File: src/rtl/bus_arbiter_pkg.sv
// Shared definitions for the two-master system bus arbiter: FSM states, master IDs
// and the memory map shared with the address decoder.
package bus_arbiter_pkg;

  typedef enum logic [1:0] {
    StIdle,
    StAccess,
    StResp
  } state_e;

  typedef enum logic {
    M0 = 1'b0,
    M1 = 1'b1
  } master_e;

  localparam logic [31:0] ImemBase  = 32'h0000_0000;
  localparam logic [31:0] ImemLimit = 32'h0000_3FFF;
  localparam logic [31:0] DmemBase  = 32'h0000_4000;
  localparam logic [31:0] DmemLimit = 32'h0000_5FFF;
  localparam logic [31:0] UartBase  = 32'h0000_8000;
  localparam logic [31:0] UartLimit = 32'h0000_80FF;
  localparam logic [31:0] GpioBase  = 32'h0000_8100;
  localparam logic [31:0] GpioLimit = 32'h0000_81FF;
  localparam logic [31:0] TimerBase = 32'h0000_8200;
  localparam logic [31:0] TimerLimit = 32'h0000_82FF;

  function automatic logic in_region(input logic [31:0] addr, input logic [31:0] base,
                                     input logic [31:0] limit);
    return (addr >= base) && (addr <= limit);
  endfunction

endpackage

File: src/rtl/bus_timeout_ctr.sv
// Access watchdog: counts cycles while enabled and flags the last allowed cycle.
module bus_timeout_ctr #(
  parameter int unsigned TIMEOUT = 16
) (
  input  logic clk,
  input  logic rst_n,
  input  logic clear,
  input  logic enable,
  output logic expire
);

  localparam int unsigned CntW = (TIMEOUT > 1) ? $clog2(TIMEOUT) : 1;
  localparam logic [CntW-1:0] CntMax = CntW'(TIMEOUT - 1);

  logic [CntW-1:0] cnt_q, cnt_d;

  assign expire = enable && (cnt_q == CntMax);

  always_comb begin
    cnt_d = cnt_q;
    if (clear) begin
      cnt_d = '0;
    end else if (enable && !expire) begin
      cnt_d = cnt_q + CntW'(1);
    end
  end

  always_ff @(posedge clk or negedge rst_n) begin
    if (!rst_n) begin
      cnt_q <= '0;
    end else begin
      cnt_q <= cnt_d;
    end
  end

endmodule

File: src/rtl/bus_arbiter.sv
// Round-robin arbiter sharing the system bus between instruction fetch (M0) and the
// load/store unit (M1), with one outstanding transaction and error responses.
module bus_arbiter
  import bus_arbiter_pkg::*;
#(
  parameter int unsigned ADDR_W        = 32,
  parameter int unsigned DATA_W        = 32,
  parameter int unsigned TIMEOUT       = 16,
  parameter int unsigned IMEM_WPROTECT = 1
) (
  input  logic              clk,
  input  logic              rst_n,
  input  logic              m0_req,
  input  logic [ADDR_W-1:0] m0_addr,
  output logic              m0_ack,
  output logic [DATA_W-1:0] m0_rdata,
  output logic              m0_err,
  input  logic              m1_req,
  input  logic              m1_we,
  input  logic [ADDR_W-1:0] m1_addr,
  input  logic [DATA_W-1:0] m1_wdata,
  input  logic [3:0]        m1_be,
  output logic              m1_ack,
  output logic [DATA_W-1:0] m1_rdata,
  output logic              m1_err,
  output logic              s_req,
  output logic              s_we,
  output logic [ADDR_W-1:0] s_addr,
  output logic [DATA_W-1:0] s_wdata,
  output logic [3:0]        s_be,
  input  logic [DATA_W-1:0] s_rdata,
  input  logic              s_ready,
  input  logic              s_hit,
  input  logic              s_sel_imem
);

  state_e            state_q, state_d;
  master_e           grant_q, grant_d;
  master_e           last_grant_q, last_grant_d;
  logic              we_q, we_d;
  logic [ADDR_W-1:0] addr_q, addr_d;
  logic [DATA_W-1:0] wdata_q, wdata_d;
  logic [3:0]        be_q, be_d;
  logic [DATA_W-1:0] m0_rdata_q, m0_rdata_d, m1_rdata_q, m1_rdata_d;
  logic              m0_err_q, m0_err_d, m1_err_q, m1_err_d;
  logic              access_ok, expire;
  logic              rsp_valid, rsp_err;
  logic [DATA_W-1:0] rsp_data;

  assign access_ok = s_hit && !((IMEM_WPROTECT != 0) && we_q && s_sel_imem);

  bus_timeout_ctr #(
    .TIMEOUT(TIMEOUT)
  ) u_timeout (
    .clk   (clk),
    .rst_n (rst_n),
    .clear (state_q != StAccess),
    .enable(state_q == StAccess),
    .expire(expire)
  );

  always_comb begin
    state_d      = state_q;
    grant_d      = grant_q;
    last_grant_d = last_grant_q;
    we_d         = we_q;
    addr_d       = addr_q;
    wdata_d      = wdata_q;
    be_d         = be_q;
    m0_rdata_d   = m0_rdata_q;
    m0_err_d     = m0_err_q;
    m1_rdata_d   = m1_rdata_q;
    m1_err_d     = m1_err_q;
    rsp_valid    = 1'b0;
    rsp_err      = 1'b0;
    rsp_data     = '0;

    unique case (state_q)
      StIdle: begin
        if (m0_req || m1_req) begin
          if (m0_req && m1_req) begin
            grant_d = (last_grant_q == M0) ? M1 : M0;
          end else begin
            grant_d = m1_req ? M1 : M0;
          end
          if (grant_d == M1) begin
            we_d    = m1_we;
            addr_d  = m1_addr;
            wdata_d = m1_wdata;
            be_d    = m1_be;
          end else begin
            we_d    = 1'b0;
            addr_d  = m0_addr;
            wdata_d = '0;
            be_d    = 4'hF;
          end
          state_d = StAccess;
        end
      end
      StAccess: begin
        // Decode/protect errors never reach the slave; ready beats a same-cycle expiry.
        if (!access_ok) begin
          rsp_valid = 1'b1;
          rsp_err   = 1'b1;
        end else if (s_ready) begin
          rsp_valid = 1'b1;
          rsp_data  = we_q ? '0 : s_rdata;
        end else if (expire) begin
          rsp_valid = 1'b1;
          rsp_err   = 1'b1;
        end
      end
      StResp: begin
        last_grant_d = grant_q;
        state_d      = StIdle;
      end
      default: state_d = StIdle;
    endcase

    if (rsp_valid) begin
      state_d = StResp;
      if (grant_q == M1) begin
        m1_rdata_d = rsp_data;
        m1_err_d   = rsp_err;
      end else begin
        m0_rdata_d = rsp_data;
        m0_err_d   = rsp_err;
      end
    end
  end

  always_ff @(posedge clk or negedge rst_n) begin
    if (!rst_n) begin
      state_q      <= StIdle;
      grant_q      <= M0;
      last_grant_q <= M1;
      we_q         <= 1'b0;
      addr_q       <= '0;
      wdata_q      <= '0;
      be_q         <= '0;
      m0_rdata_q   <= '0;
      m0_err_q     <= 1'b0;
      m1_rdata_q   <= '0;
      m1_err_q     <= 1'b0;
    end else begin
      state_q      <= state_d;
      grant_q      <= grant_d;
      last_grant_q <= last_grant_d;
      we_q         <= we_d;
      addr_q       <= addr_d;
      wdata_q      <= wdata_d;
      be_q         <= be_d;
      m0_rdata_q   <= m0_rdata_d;
      m0_err_q     <= m0_err_d;
      m1_rdata_q   <= m1_rdata_d;
      m1_err_q     <= m1_err_d;
    end
  end

  assign m0_ack   = (state_q == StResp) && (grant_q == M0);
  assign m1_ack   = (state_q == StResp) && (grant_q == M1);
  assign m0_rdata = m0_rdata_q;
  assign m0_err   = m0_err_q;
  assign m1_rdata = m1_rdata_q;
  assign m1_err   = m1_err_q;
  assign s_req    = (state_q == StAccess) && access_ok;
  assign s_we     = we_q;
  assign s_addr   = addr_q;
  assign s_wdata  = wdata_q;
  assign s_be     = be_q;

endmodule

File: config.mk
export PLATFORM = sky130hd
export DESIGN_NAME = bus_arbiter
export DESIGN_NICKNAME = d
export VERILOG_FILES = /design/src/rtl/bus_arbiter_pkg.sv /design/src/rtl/bus_timeout_ctr.sv /design/src/rtl/bus_arbiter.sv
export SDC_FILE = /design/constraint.sdc
export NUM_CORES = 1
export LEC_CHECK = 0
export ABC_CLOCK_PERIOD_IN_PS = 2750
export CORE_ASPECT_RATIO = 0.9
export CORE_MARGIN = 2
export CORE_UTILIZATION = 45
export DETAILED_ROUTE_END_ITERATION = 10
export MAX_ROUTING_LAYER = met4
export PLACE_DENSITY = 0.95
export SLEW_MARGIN = 20
export SYNTH_ARGS = -nofsm -noshare
export SYNTH_HDL_FRONTEND = slang
export SYNTH_SLANG_ARGS = --single-unit
File: constraint.sdc
create_clock -name clk -period 2.75 [get_ports clk]
set_input_delay 0.55 -clock clk [delete_from_list [all_inputs] [get_ports clk]]
set_output_delay 0.55 -clock clk [all_outputs]
set_load 0.005 [all_outputs]
* After elaboration in Yosys (flattened, before gate mapping)
Cells that the tools add are included.
** Operators by class
- $add $sub $neg :: 1
- Eq/ne operators :: 6
- Multiplexer cells :: 25
- Bitwise operators :: 1
- Reduce and logical (&&, ||, !) cells :: 17
** Operators with widths (count)
- 32-bit two-way mux :: 6
- 1-bit two-way mux :: 13
- 4-bit two-way mux :: 3
- 1-bit logical AND :: 8
- 2-bit AND reduction :: 4
- 4-bit by 1-bit adder with 4-bit output, second input constant :: 1
- 4-bit == test, second input constant :: 1
- 2-bit two-way mux :: 2
- 2-bit case mux with 2 select lines :: 1
- 3-bit inequality test, second input constant :: 1
- 2-bit by 1-bit == test with 1-bit output, second input constant :: 1
- 2-bit == test, second input constant :: 1
- 1-bit logical NOT :: 2
- 2-bit logical NOT :: 1
- 2-bit by 1-bit inequality test with 1-bit output, second input constant :: 1
- 2-bit inequality test, second input constant :: 1
- 2-bit nonzero test :: 1
- 1-bit logical OR :: 1
- 1-bit NOT :: 1
** Word-level totals
- Register bits :: 143
- Output and inout port bits :: 138
- Logic and storage cells :: 62

* Longest topological paths before layout
- Depth in word-level cells :: 8
- Depth in mapped cells :: 5
- Mapped depth without buffers :: 4

* Hierarchy
From an unflattened synthesis, not the netlist that was laid out.
** Second synthesis, totals
- Cell total of the unflattened synthesis :: 391
- Area total of the unflattened synthesis :: 5880.6 µm²
** By module, submodules not included
- bus_arbiter :: times used 1, cells each 370, area each 5641.7 µm², seq. area each 3479.6 µm²
- bus_timeout_ctr :: times used 1, cells each 21, area each 239.0 µm², seq. area each 100.1 µm²

* Worst setup path after synthesis
Ideal clock, no wire load.
- Path type :: input to register
- Start :: in m1_req
- End :: reg addr_q[10], in the netlist s_addr[10]
- Setup time :: 0.125 ns
- Arrival :: 1.627 ns
- Path slack :: 0.998 ns
- Stages :: 4
- Path buffers :: 1
- Path through :: a21boi_2 buf_2 mux2_2 mux2_2
** Between the ends
- Cells in the longest elaborated chain, start to end :: 5
** Ends and longest elaborated chain
- start: declaration :: RTL line bus_arbiter.sv:18 : input logic m1_req,
- 1-bit two-way mux / 1-bit logical AND (equally long branches) :: RTL line bus_arbiter.sv:84, bus_arbiter.sv:81
- 1-bit two-way mux :: RTL line bus_arbiter.sv:81 : if (m0_req && m1_req) begin
- 1-bit two-way mux :: RTL line bus_arbiter.sv:80 : if (m0_req || m1_req) begin
- 1-bit two-way mux :: RTL line bus_arbiter.sv:78 : unique case (state_q)
- 32-bit two-way mux :: RTL line bus_arbiter.sv:86 : if (grant_d == M1) begin
- end signal: assignment :: RTL line bus_arbiter.sv:150 : addr_q <= addr_d;
- end: declaration :: RTL line bus_arbiter.sv:41 : logic [ADDR_W-1:0] addr_q, addr_d;
Parallel ways exist; a longest one is shown, timed or not. The select of a mux whose other input is x is not followed.
A chain may end at the register's enable or synchronous reset.

* Worst setup path after layout
- Start :: reg state_q[1]
- End :: out s_req
** Between the ends
- Cells in the longest elaborated chain, start to end :: 2
** Ends and longest elaborated chain
- start: declaration :: RTL line bus_arbiter.sv:37 : state_e state_q, state_d;
- start signal: assignment :: RTL line bus_arbiter.sv:134 : state_q <= StIdle;
- start signal: assignment :: RTL line bus_arbiter.sv:146 : state_q <= state_d;
- 2-bit by 1-bit == test with 1-bit output :: RTL line bus_arbiter.sv:166 : assign s_req = (state_q == StAccess) && access_ok;
- 1-bit logical AND :: RTL line bus_arbiter.sv:166
- end: declaration :: RTL line bus_arbiter.sv:26 : output logic s_req,
No other way between the ends.

==> impl_metrics.yaml <==
run_status:
  status: "finished, final reports clean"
routing:
  drtPass1Iterations: 4
  drc_errors: 0
  num_vias: 4876
  routed_wirelength_um: 18270
  ant_nets: 0
  avgViaCountPerCell: 5.215
  drtIter0Drc: 224
  wire_per_inst_um: 19.54
clocking:
  cts_max_level: 4
  post_cts_buffers: 0
  clk_pin_slew_ns: 0.06
  root_buffer: "clkbuf_16"
  postCtsHoldBufs: 0
  clkLatencyLatePin_ns: 0.41
  clock_path_buffers: 2
  cts_buffers: 17
  clock-sinks: 143
  cts_tree: "built"
  ctsResizeCount: 0
sta:
  final-max-slew-violation-count: 0
  tns_ns: 0
  finClkSkew_ns: 0.004357
  rsz0062_at_grt: "no"
  relSlewSlack_pct: 62.80
  worstMarginPinSlew_ns: 0.5579
  finalSetupViolations: 0
  hold_ws_ns: 0.09743
  max_freq_ghz: 0.4020
  fin_crit_ns: 2.488
  hold_viol_final: 0
  period_share_pct: 90.46
worst_setup_path:
  ff2ff_setup_slack_ns: 0.85
  crit_path_end_kind: "output port"
  cp_slowest_cell: "clkdlybuf4s50_1"
  cp-start-kind: "flip-flop"
  cp.required_ns: 2.20
  reg2reg_depth: 4
  crit_type: "flip-flop to output port"
  cp.arrival_ns: 1.94
  cpPeakStageDelay_ns: 0.53
  path_max_fanout: 10
  path_cells: "nand2b_1, nor2b_1, clkdlybuf4s50_1"
power:
  clock_power_share_pct: 24.8
  swShare_pct: 29.69
  seq_power_share_pct: 34.9
  comb_power_share_pct: 40.3
  power_per_cell_area_nw_per_um2: 997.2
  ir_drop_mv: 0.6739
  power.leakage_nw: 4.018
  p_sw_mw: 2.902
  internal_power_mw: 6.870
placed_design:
  dp_cells: 903
  dpl.hpwl_um: 13230
  place_congestion: 0.8062
  placedInstanceArea_um2: 9175
  port_buffers: 277
yosys:
  ys_ff_latch: 143
  syn-cell-area_um2: 6206
  synth.avg_cell_area_um2: 13.09
  ys_seq_area_share_pct: 57.68
  synth_cell_type_count: 33
  synth_edf_count: 0
  synth_warnings: 0
  syn_nets: 615
  async_reset_ff_share_pct: 100.0
  syn_inst: 474
  ys.flop_type: "dfrtp_1"
global_route:
  first_global_vias: 5398
  grt_max_degree: 58
  grt_pass1_wl_um: 28600
  overflow: 0
  antenna_found_initial: 0
  grt.total_usage_pct: 26.26
floorplanning:
  die_h_um: 115.4
  core.rowCount: 40
  floorplan.initialDensity_pct: 46.27
  die_area_um2: 14750
  boundaryPins: 278
  core-area_um2: 13410
  die_w_um: 127.8
cells_and_area:
  finish.instance_area_um2: 9799
  syn2layout_area_growth_pct: 57.90
  fin_cells: 935
  fin_nets: 895
  drive_above_1_share_pct: 14.60
  diodes: 0
run:
  timing.max_cap.violations: 0
worst_hold_path:
  hold_path.class: "input port to async pin"
-- per-stage QoR --
| step | power (mW) | utilization [%] | setup slack [ns] |
|---|---|---|---|
| 5_1_grt | 10.25 | 73.06 | 0.1443 |
| 3_5_place_dp | 7.359 | 68.40 | 0.3008 |
| 3_3_place_gp | 7.138 | 68.40 | 0.3430 |
| 6_report | 9.772 | 73.06 | 0.2624 |
| 4_1_cts | 9.866 | 73.06 | 0.2285 |
| 2_1_floorplan | 5.058 | - | 0.9983 |
-- state kept, by name (all words and copies together), names as in the netlist --
register         flops
grant_q              1
m1_rdata            32
m0_err               1
state_q              2
s_we                 1
s_wdata             32
s_addr              32
u_timeout.cnt_q      4
m0_rdata            32
s_be                 4
m1_err               1
last_grant_q         1
-- power by group through the flow --
stage | Combinational (mW) | Sequential [mW] | Clock, mW
2_1_floorplan | 1.67 | 3.39 | 0
3_3_place_gp | 3.79 | 3.35 | 0
3_5_place_dp | 3.95 | 3.41 | 0
4_1_cts | 3.98 | 3.41 | 2.48
5_1_grt | 4.19 | 3.50 | 2.56
6_report | 3.94 | 3.41 | 2.42
-- final timing paths --
path                                        start                       end
setup reg to reg           state_q[0]$_DFFE_PN0P_     s_addr[7]$_DFFE_PN0P_
setup / recovery           state_q[1]$_DFFE_PN0P_                     s_req
max in group asynchronous                   rst_n  m0_rdata[15]$_DFFE_PN0P_
hold reg to reg            s_addr[15]$_DFFE_PN0P_    s_addr[15]$_DFFE_PN0P_
hold / removal                              rst_n    s_addr[11]$_DFFE_PN0P_
min in group clk           s_addr[15]$_DFFE_PN0P_    s_addr[15]$_DFFE_PN0P_
-- worst max-delay path, delay by kind of cell, from the launching register on --
kind                   cells  cell delay [ns]
buffers and inverters      1             0.53
flip-flops                 1             0.42
AND/OR/NAND/NOR            2             0.58
-- cell usage in the layout (no fill, tap or decap), types with 2 or more instances in the layout --
cell and n:
clkdlybuf4s50_1 276, dfrtp_1 142, inv_1 66, mux2i_1 65, mux2_2 64, a22o_1 33
nand3b_1 33, clkbuf_16 17, buf_4 9, nor2_1 8, o22a_1 5, clkbuf_1 4
bufinv_16 4, nand2_1 3, clkinvlp_4 3, buf_12 3, nand2b_1 2, nand3_1 2
o21ai_0 2, a31oi_1 2, a211oi_1 2, clkbuf_8 2
-- synth_stat cells, types with 2 or more instances --
master,count,area [um2]
clkbuf_1,12,45.04
buf_2,10,50.05
nand3_1,2,10.01
nor2_1,8,30.03
nand2b_1,2,12.51
dfrtp_1,142,3553
a211oi_1,2,15.01
inv_1,66,247.7
buf_6,6,67.56
nand2_1,3,11.26
a31oi_1,2,12.51
a21boi_2,2,22.52
o22a_1,5,43.79
a22o_1,33,289.0
o21ai_0,2,10.01
mux2i_1,65,650.6
nand3b_1,33,247.7
mux2_2,64,720.7
-- area by class of cell --
cell class              count  area, um2
flip-flops and latches    143       3580
clock inverters             9      156.4
well taps                 168      210.2
repair buffers            289       2902
fillers                   817       3613
clock buffers              23      467.9
multi-input cells         237       2236
inverters                  66      247.7
-- logic make-up (layout without fill, tap and decap cells) --
kind of cell / after synthesis / count (layout) / share of synthesized area [%]
mux: 129 / 129 / 22.10
flops: 143 / 143 / 57.68
xor+xnor: 1 / 1 / 0.1412
simple gates: 53 / 53 / 5.746
fa+ha+maj: 1 / 1 / 0.2016
compound gates: 53 / 53 / 7.520
buf+inv: 94 / 387 / 6.613
-- metal layers --
layer	vias up	track usage [%]	wire length, um
li1	2190	-	-
met2	221	47.17	9810
met3	47	7.018	1152
met1	2418	27.93	6794
met4	0	9.817	509
met5	-	-	0
Note: power is estimated with default switching activity, not from simulation.
